**src/rtl/uart_rx.sv**
```systemverilog
// ============================================================================
// Module      : uart_rx
// Description : UART receiver with mid-bit sampling, odd parity and framing
//               checks; one-cycle valid strobe per received frame.
// Revision    : 1.0 - initial release
// ============================================================================
`default_nettype none

module uart_rx #(
    parameter int SYSCLK_FREQUENCY_HZ = 100000000,
    parameter int BAUDRATE            = 115200,
    parameter int DATA_LENGTH         = 8,
    parameter bit DOUBLE_STOPBIT      = 1'b0,
    parameter bit PARITY              = 1'b1
) (
    input  logic                   sysclk,
    input  logic                   reset_n,
    input  logic                   serial,
    output logic [DATA_LENGTH-1:0] data,
    output logic                   valid,
    output logic                   parity_error,
    output logic                   frame_error
);

    localparam int c_RATIO = SYSCLK_FREQUENCY_HZ / BAUDRATE;
    localparam int c_HALF  = c_RATIO / 2;
    localparam int c_CW    = $clog2(c_RATIO);
    localparam int c_BW    = $clog2(DATA_LENGTH);

    localparam logic [c_CW-1:0] c_CNT_LAST = c_CW'(c_RATIO - 1);
    localparam logic [c_CW-1:0] c_CNT_HALF = c_CW'(c_HALF - 1);
    localparam logic [c_BW-1:0] c_BIT_LAST = c_BW'(DATA_LENGTH - 1);

    localparam logic [2:0] c_IDLE      = 3'd0;
    localparam logic [2:0] c_START     = 3'd1;
    localparam logic [2:0] c_DATA      = 3'd2;
    localparam logic [2:0] c_PARITY    = 3'd3;
    localparam logic [2:0] c_STOP      = 3'd4;
    localparam logic [2:0] c_STOP2     = 3'd5;
    localparam logic [2:0] c_WAIT_HIGH = 3'd6;

    logic                   sync_q, rxs_q;
    logic [2:0]             state_q, state_d;
    logic [c_CW-1:0]        cnt_q, cnt_d;
    logic [c_BW-1:0]        bit_q, bit_d;
    logic [DATA_LENGTH-1:0] shift_q, shift_d;
    logic                   perr_q, perr_d;
    logic                   ferr_q, ferr_d;
    logic [DATA_LENGTH-1:0] data_q, data_d;
    logic                   valid_q, valid_d;
    logic                   parity_error_q, parity_error_d;
    logic                   frame_error_q, frame_error_d;
    logic                   stop_done;

    always_ff @(posedge sysclk or negedge reset_n) begin
        if (!reset_n) begin
            sync_q         <= 1'b1;
            rxs_q          <= 1'b1;
            state_q        <= c_IDLE;
            cnt_q          <= '0;
            bit_q          <= '0;
            shift_q        <= '0;
            perr_q         <= 1'b0;
            ferr_q         <= 1'b0;
            data_q         <= '0;
            valid_q        <= 1'b0;
            parity_error_q <= 1'b0;
            frame_error_q  <= 1'b0;
        end else begin
            sync_q         <= serial;
            rxs_q          <= sync_q;
            state_q        <= state_d;
            cnt_q          <= cnt_d;
            bit_q          <= bit_d;
            shift_q        <= shift_d;
            perr_q         <= perr_d;
            ferr_q         <= ferr_d;
            data_q         <= data_d;
            valid_q        <= valid_d;
            parity_error_q <= parity_error_d;
            frame_error_q  <= frame_error_d;
        end
    end

    always_comb begin
        state_d = state_q;
        cnt_d   = cnt_q + c_CW'(1);
        bit_d   = bit_q;
        shift_d = shift_q;
        perr_d  = perr_q;
        ferr_d  = ferr_q;
        case (state_q)
            c_IDLE: begin
                cnt_d = '0;
                if (!rxs_q) state_d = c_START;
            end
            c_START: begin
                if (cnt_q == c_CNT_HALF) begin
                    cnt_d = '0;
                    if (rxs_q) begin
                        state_d = c_IDLE;
                    end else begin
                        state_d = c_DATA;
                        bit_d   = '0;
                        perr_d  = 1'b0;
                        ferr_d  = 1'b0;
                    end
                end
            end
            c_DATA: begin
                if (cnt_q == c_CNT_LAST) begin
                    cnt_d   = '0;
                    shift_d = {rxs_q, shift_q[DATA_LENGTH-1:1]};
                    bit_d   = bit_q + c_BW'(1);
                    if (bit_q == c_BIT_LAST) state_d = PARITY ? c_PARITY : c_STOP;
                end
            end
            c_PARITY: begin
                if (cnt_q == c_CNT_LAST) begin
                    cnt_d   = '0;
                    perr_d  = ~(^{shift_q, rxs_q});
                    state_d = c_STOP;
                end
            end
            c_STOP: begin
                if (cnt_q == c_CNT_LAST) begin
                    cnt_d  = '0;
                    ferr_d = ~rxs_q;
                    if (DOUBLE_STOPBIT) state_d = c_STOP2;
                    else                state_d = rxs_q ? c_IDLE : c_WAIT_HIGH;
                end
            end
            c_STOP2: begin
                if (cnt_q == c_CNT_LAST) begin
                    cnt_d   = '0;
                    ferr_d  = ferr_q | ~rxs_q;
                    state_d = (ferr_q | ~rxs_q) ? c_WAIT_HIGH : c_IDLE;
                end
            end
            c_WAIT_HIGH: begin
                cnt_d = '0;
                if (rxs_q) state_d = c_IDLE;
            end
            default: begin
                state_d = c_IDLE;
                cnt_d   = '0;
            end
        endcase
    end

    // Outputs load on the final stop sample; ferr_d already holds the merged stop result.
    always_comb begin
        stop_done = (cnt_q == c_CNT_LAST) &&
                    (((state_q == c_STOP) && !DOUBLE_STOPBIT) || (state_q == c_STOP2));
        valid_d        = stop_done;
        data_d         = data_q;
        parity_error_d = parity_error_q;
        frame_error_d  = frame_error_q;
        if (stop_done) begin
            data_d         = shift_q;
            parity_error_d = perr_q;
            frame_error_d  = ferr_d;
        end
    end

    assign data         = data_q;
    assign valid        = valid_q;
    assign parity_error = parity_error_q;
    assign frame_error  = frame_error_q;

endmodule

`default_nettype wire

```
**config.mk**
```make
export PLATFORM = sky130hd
export DESIGN_NAME = uart_rx
export DESIGN_NICKNAME = d
export VERILOG_FILES = /design/src/rtl/uart_rx.sv
export SDC_FILE = /design/constraint.sdc
export NUM_CORES = 1
export LEC_CHECK = 0
export CAP_MARGIN = 25
export CORE_MARGIN = 5
export CORE_UTILIZATION = 45
export CTS_BUF_LIST = sky130_fd_sc_hd__clkbuf_8
export CTS_CLUSTER_SIZE = 28
export DETAILED_ROUTE_END_ITERATION = 16
export SLEW_MARGIN = 25
export SYNTH_ARGS = -nofsm -noshare
export SYNTH_HDL_FRONTEND = slang
export SYNTH_SLANG_ARGS = --single-unit
export TNS_END_PERCENT = 10
```
**constraint.sdc**
```tcl
create_clock -name sysclk -period 3.9 [get_ports sysclk]
set_input_delay 0.585 -clock sysclk [delete_from_list [all_inputs] [get_ports sysclk]]
set_output_delay 0.585 -clock sysclk [all_outputs]
set_load 0.01 [all_outputs]
```
==> flow_summary.yaml <==
final_layout:
  num_antenna_cells: 0
  area_growth_pct: 13.8
  drive_gt1_share_pct: 20.2
  most-common-layout-cells: "37 x dfrtp_1, 15 x nor2_1, 12 x mux2_4, 12 x clkdlybuf4s50_1, 11 x xnor2_1"
  final_common_cell: "dfrtp_1"
  stdcell_area_mm2: 0.00216
  multi_input_area_um2: 852
  regArea_um2: 978
  final_net_count: 179
  n_fill_cell: 355
job:
  max-cap-violations: 0
status:
  run_status: "completed"
routing:
  drt_iter0_drc: 104
  vias_per_cell: 5.28
  postRouteAntennaNets: 0
  post_drt_wl_per_cell_um: 15.1
  drc_errors: 0
  drt_pre_antenna_iters: 4
  vias: 1178
  routed_wl_um: 3360
floorplanning:
  dieWidth_um: 75.0
  rows: 23
  dieArea_mm2: 0.00562
  core_area_mm2: 0.00406
  start_util_pct: 46.8
  die_h_um: 75.0
  num_io_pins: 14
pwr:
  ir_worst_vdd_v: 0.000273
  p_leak_nw: 1.03
  power_density_mw_per_mm2: 355
worst_setup_path:
  crit_chain: "ha_1, and4bb_1, o2111ai_1, nand3_1, o221ai_1, a21bo_2"
  cp_max_fo: 13
  start_kind: "flop"
  r2r-start: "cnt_q[0]$_DFF_PN0_"
  cp.arrival_ns: 2.18
  slowest_stage: "dfrtp_1"
  required_ns: 4.08
  cp-endpoint: "state_q[2]$_DFFE_PN0P_"
  reg2reg_to: "state_q[2]$_DFFE_PN0P_"
  critical_path_class: "flop to flop"
  cpPeakStageDelay_ns: 0.41
  worst-path-buf-inv: 0
  r2r_cells: 6
  r2r_setup_slack_ns: 1.90
  crit_family: "simple AND/OR/NAND/NOR gates"
  crit_path_end_kind: "flop"
  crit_cells: 6
  startpoint: "cnt_q[0]$_DFF_PN0_"
placed_design:
  io_buffers: 13
  post-place-ws_ns: 1.94
  gp_congestion: 0.822
  dp_hpwl_um: 2290
  dpl-instance-area_mm2: 0.00204
logic_synthesis:
  ys_ff_latch: 39
  synthCells: 159
  synthDistinctLibCells: 41
  syn_nets: 166
  yosys_warnings: 0
  syn_area_per_cell_um2: 12.0
  syn_area_mm2: 0.00190
  yosysSeqAreaShare_pct: 51.5
global_route:
  track_usage_pct: 13.8
  grt_pass1_vias: 1221
  grt_max_degree: 40
  grt_antenna_before_repair: 0
  grt_pass1_wl_um: 5820
  gr-total-overflow: 0
cts:
  ctsHoldBuffers: 0
  cts_resized: 0
  clkLatencyLatePin_ns: 0.29
  cts.repair_timing.setup_buffer_count: 0
  h-tree-depth: 2
  cts_num_sinks: 39
  root_buffer: "clkbuf_8"
  cts_tree: "yes"
  cts.clk_slew.worst_paths_ns: 0.08
  cts_inserted_buffers: 5
  clockBufferDepth: 2
timing:
  hold_viol_final: 0
  setup_viol_count_final: 0
  fin_crit_sh_pct: 51.3
  setup_tns_ns: 0
  slew_viol_final: 0
  rsz0062_at_grt: "false"
  max_freq_mhz: 500
  relSlewSlack_pct: 41.2
  holdWs_ns: 0.361
  fin_skew_ns: 0.0131
  worstMarginPinSlew_ns: 0.883
  fin_ws_ns: 1.90
  fin_crit_ns: 2.00
min_path:
  hold_path_depth: 0
  hp-class: "flop to flop"
## power breakdown
group	internal (mW)	leakage, nW	switching, mW
combinational	0.00264	0.442	0.00883
sequential	0.406	0.523	0.00166
clock	0.207	0.0612	0.140
## Yosys cell counts
master     count  area [µm²]
and4b_1        1        10.0
and4bb_1       1        12.5
inv_1          7        26.3
clkbuf_1       3        11.3
nor2_1        15        56.3
o211ai_2       1        12.5
xor2_1         5        43.8
mux2_2         5        56.3
xnor2_1       11        96.3
nand4_1        2        12.5
o22ai_1        1        6.26
buf_2          2        10.0
nand3b_1       1        7.51
dfrtp_1       37         926
a31oi_1        1        6.26
mux2i_1        1        10.0
o221ai_1       1        8.76
and2_1         1        6.26
mux2_4        12         180
a21boi_0       1        7.51
and4_1         2        17.5
or4_4          1        11.3
and3_4         1        11.3
nand4b_1       1        8.76
nand3_4        1        17.5
a21oi_1        3        15.0
dfstp_2        2        52.6
nand2_1        9        33.8
nor3b_1        1        7.51
nor3_1         1        5.00
o2111ai_1      1        8.76
and3_1         1        6.26
a21bo_2        1        10.0
o21ai_0        3        15.0
nand3_1        8        40.0
o21ai_1        4        20.0
nor3b_4        1        18.8
buf_6          2        22.5
nor2b_1        2        12.5
nand3_2        1        10.0
ha_1           4        50.1
## metal layers
layer	track usage [%]	wire, µm	part of all wire [%]	vias to the layer above
li1	-	-	-	568
met1	19.2	1610	48	579
met2	20.4	1550	46	26
met3	4.81	159	4.7	5
met4	3.95	35	1.0	0
met5	0	0	0	-
## state kept, by name (all words and copies together), names as in the netlist
register / count
bit_q: 3
state_q: 3
data: 8
sync_q: 1
ferr_q: 1
rxs_q: 1
cnt_q: 10
perr_q: 1
parity_error: 1
valid: 1
frame_error: 1
shift_q: 8
## worst min path at each step
| stage | from | endpoint | slack, ns |
|---|---|---|---|
| 2_1_floorplan | reset_n | bit_q[0]$_DFFE_PN0P_ | 0.29 |
| 4_1_cts | sync_q$_DFF_PN1_ | rxs_q$_DFF_PN1_ | 0.36 |
| 5_1_grt | sync_q$_DFF_PN1_ | rxs_q$_DFF_PN1_ | 0.37 |
| 3_5_place_dp | sync_q$_DFF_PN1_ | rxs_q$_DFF_PN1_ | 0.35 |
| 6_report | sync_q$_DFF_PN1_ | rxs_q$_DFF_PN1_ | 0.36 |
| 3_3_place_gp | sync_q$_DFF_PN1_ | rxs_q$_DFF_PN1_ | 0.35 |
## metrics by stage
step                      total power [mW]  utilization [%]  instances
after floorplan                      0.417                -        159
after global placement               0.427             50.4        215
after detailed placement             0.428             50.4        215
after CTS                            0.773             53.3        223
after global routing                 0.795             53.3        223
final                                0.767             53.3        223
## layout make-up
class / count / share of cell area, %
clock inverter: 2 / 1.62
clock buffer: 6 / 3.82
inverter: 7 / 1.22
multi-input combinational: 106 / 39.4
tap: 50 / 2.89
timing repair buffer: 13 / 5.79
sequential: 39 / 45.3
## kinds of logic after synthesis
logic type	Yosys count	synth area share (%)
AOI/OAI and AO/OA	17	5.79
xor gates and xnor gates	16	7.37
adders and majority gates	4	2.63
buffers and inverters	14	3.69
DFF	39	51.5
muxes	18	13.0
and+or+nand+nor	51	16.1
No activity file was read; power rests on OpenSTA's default activity.
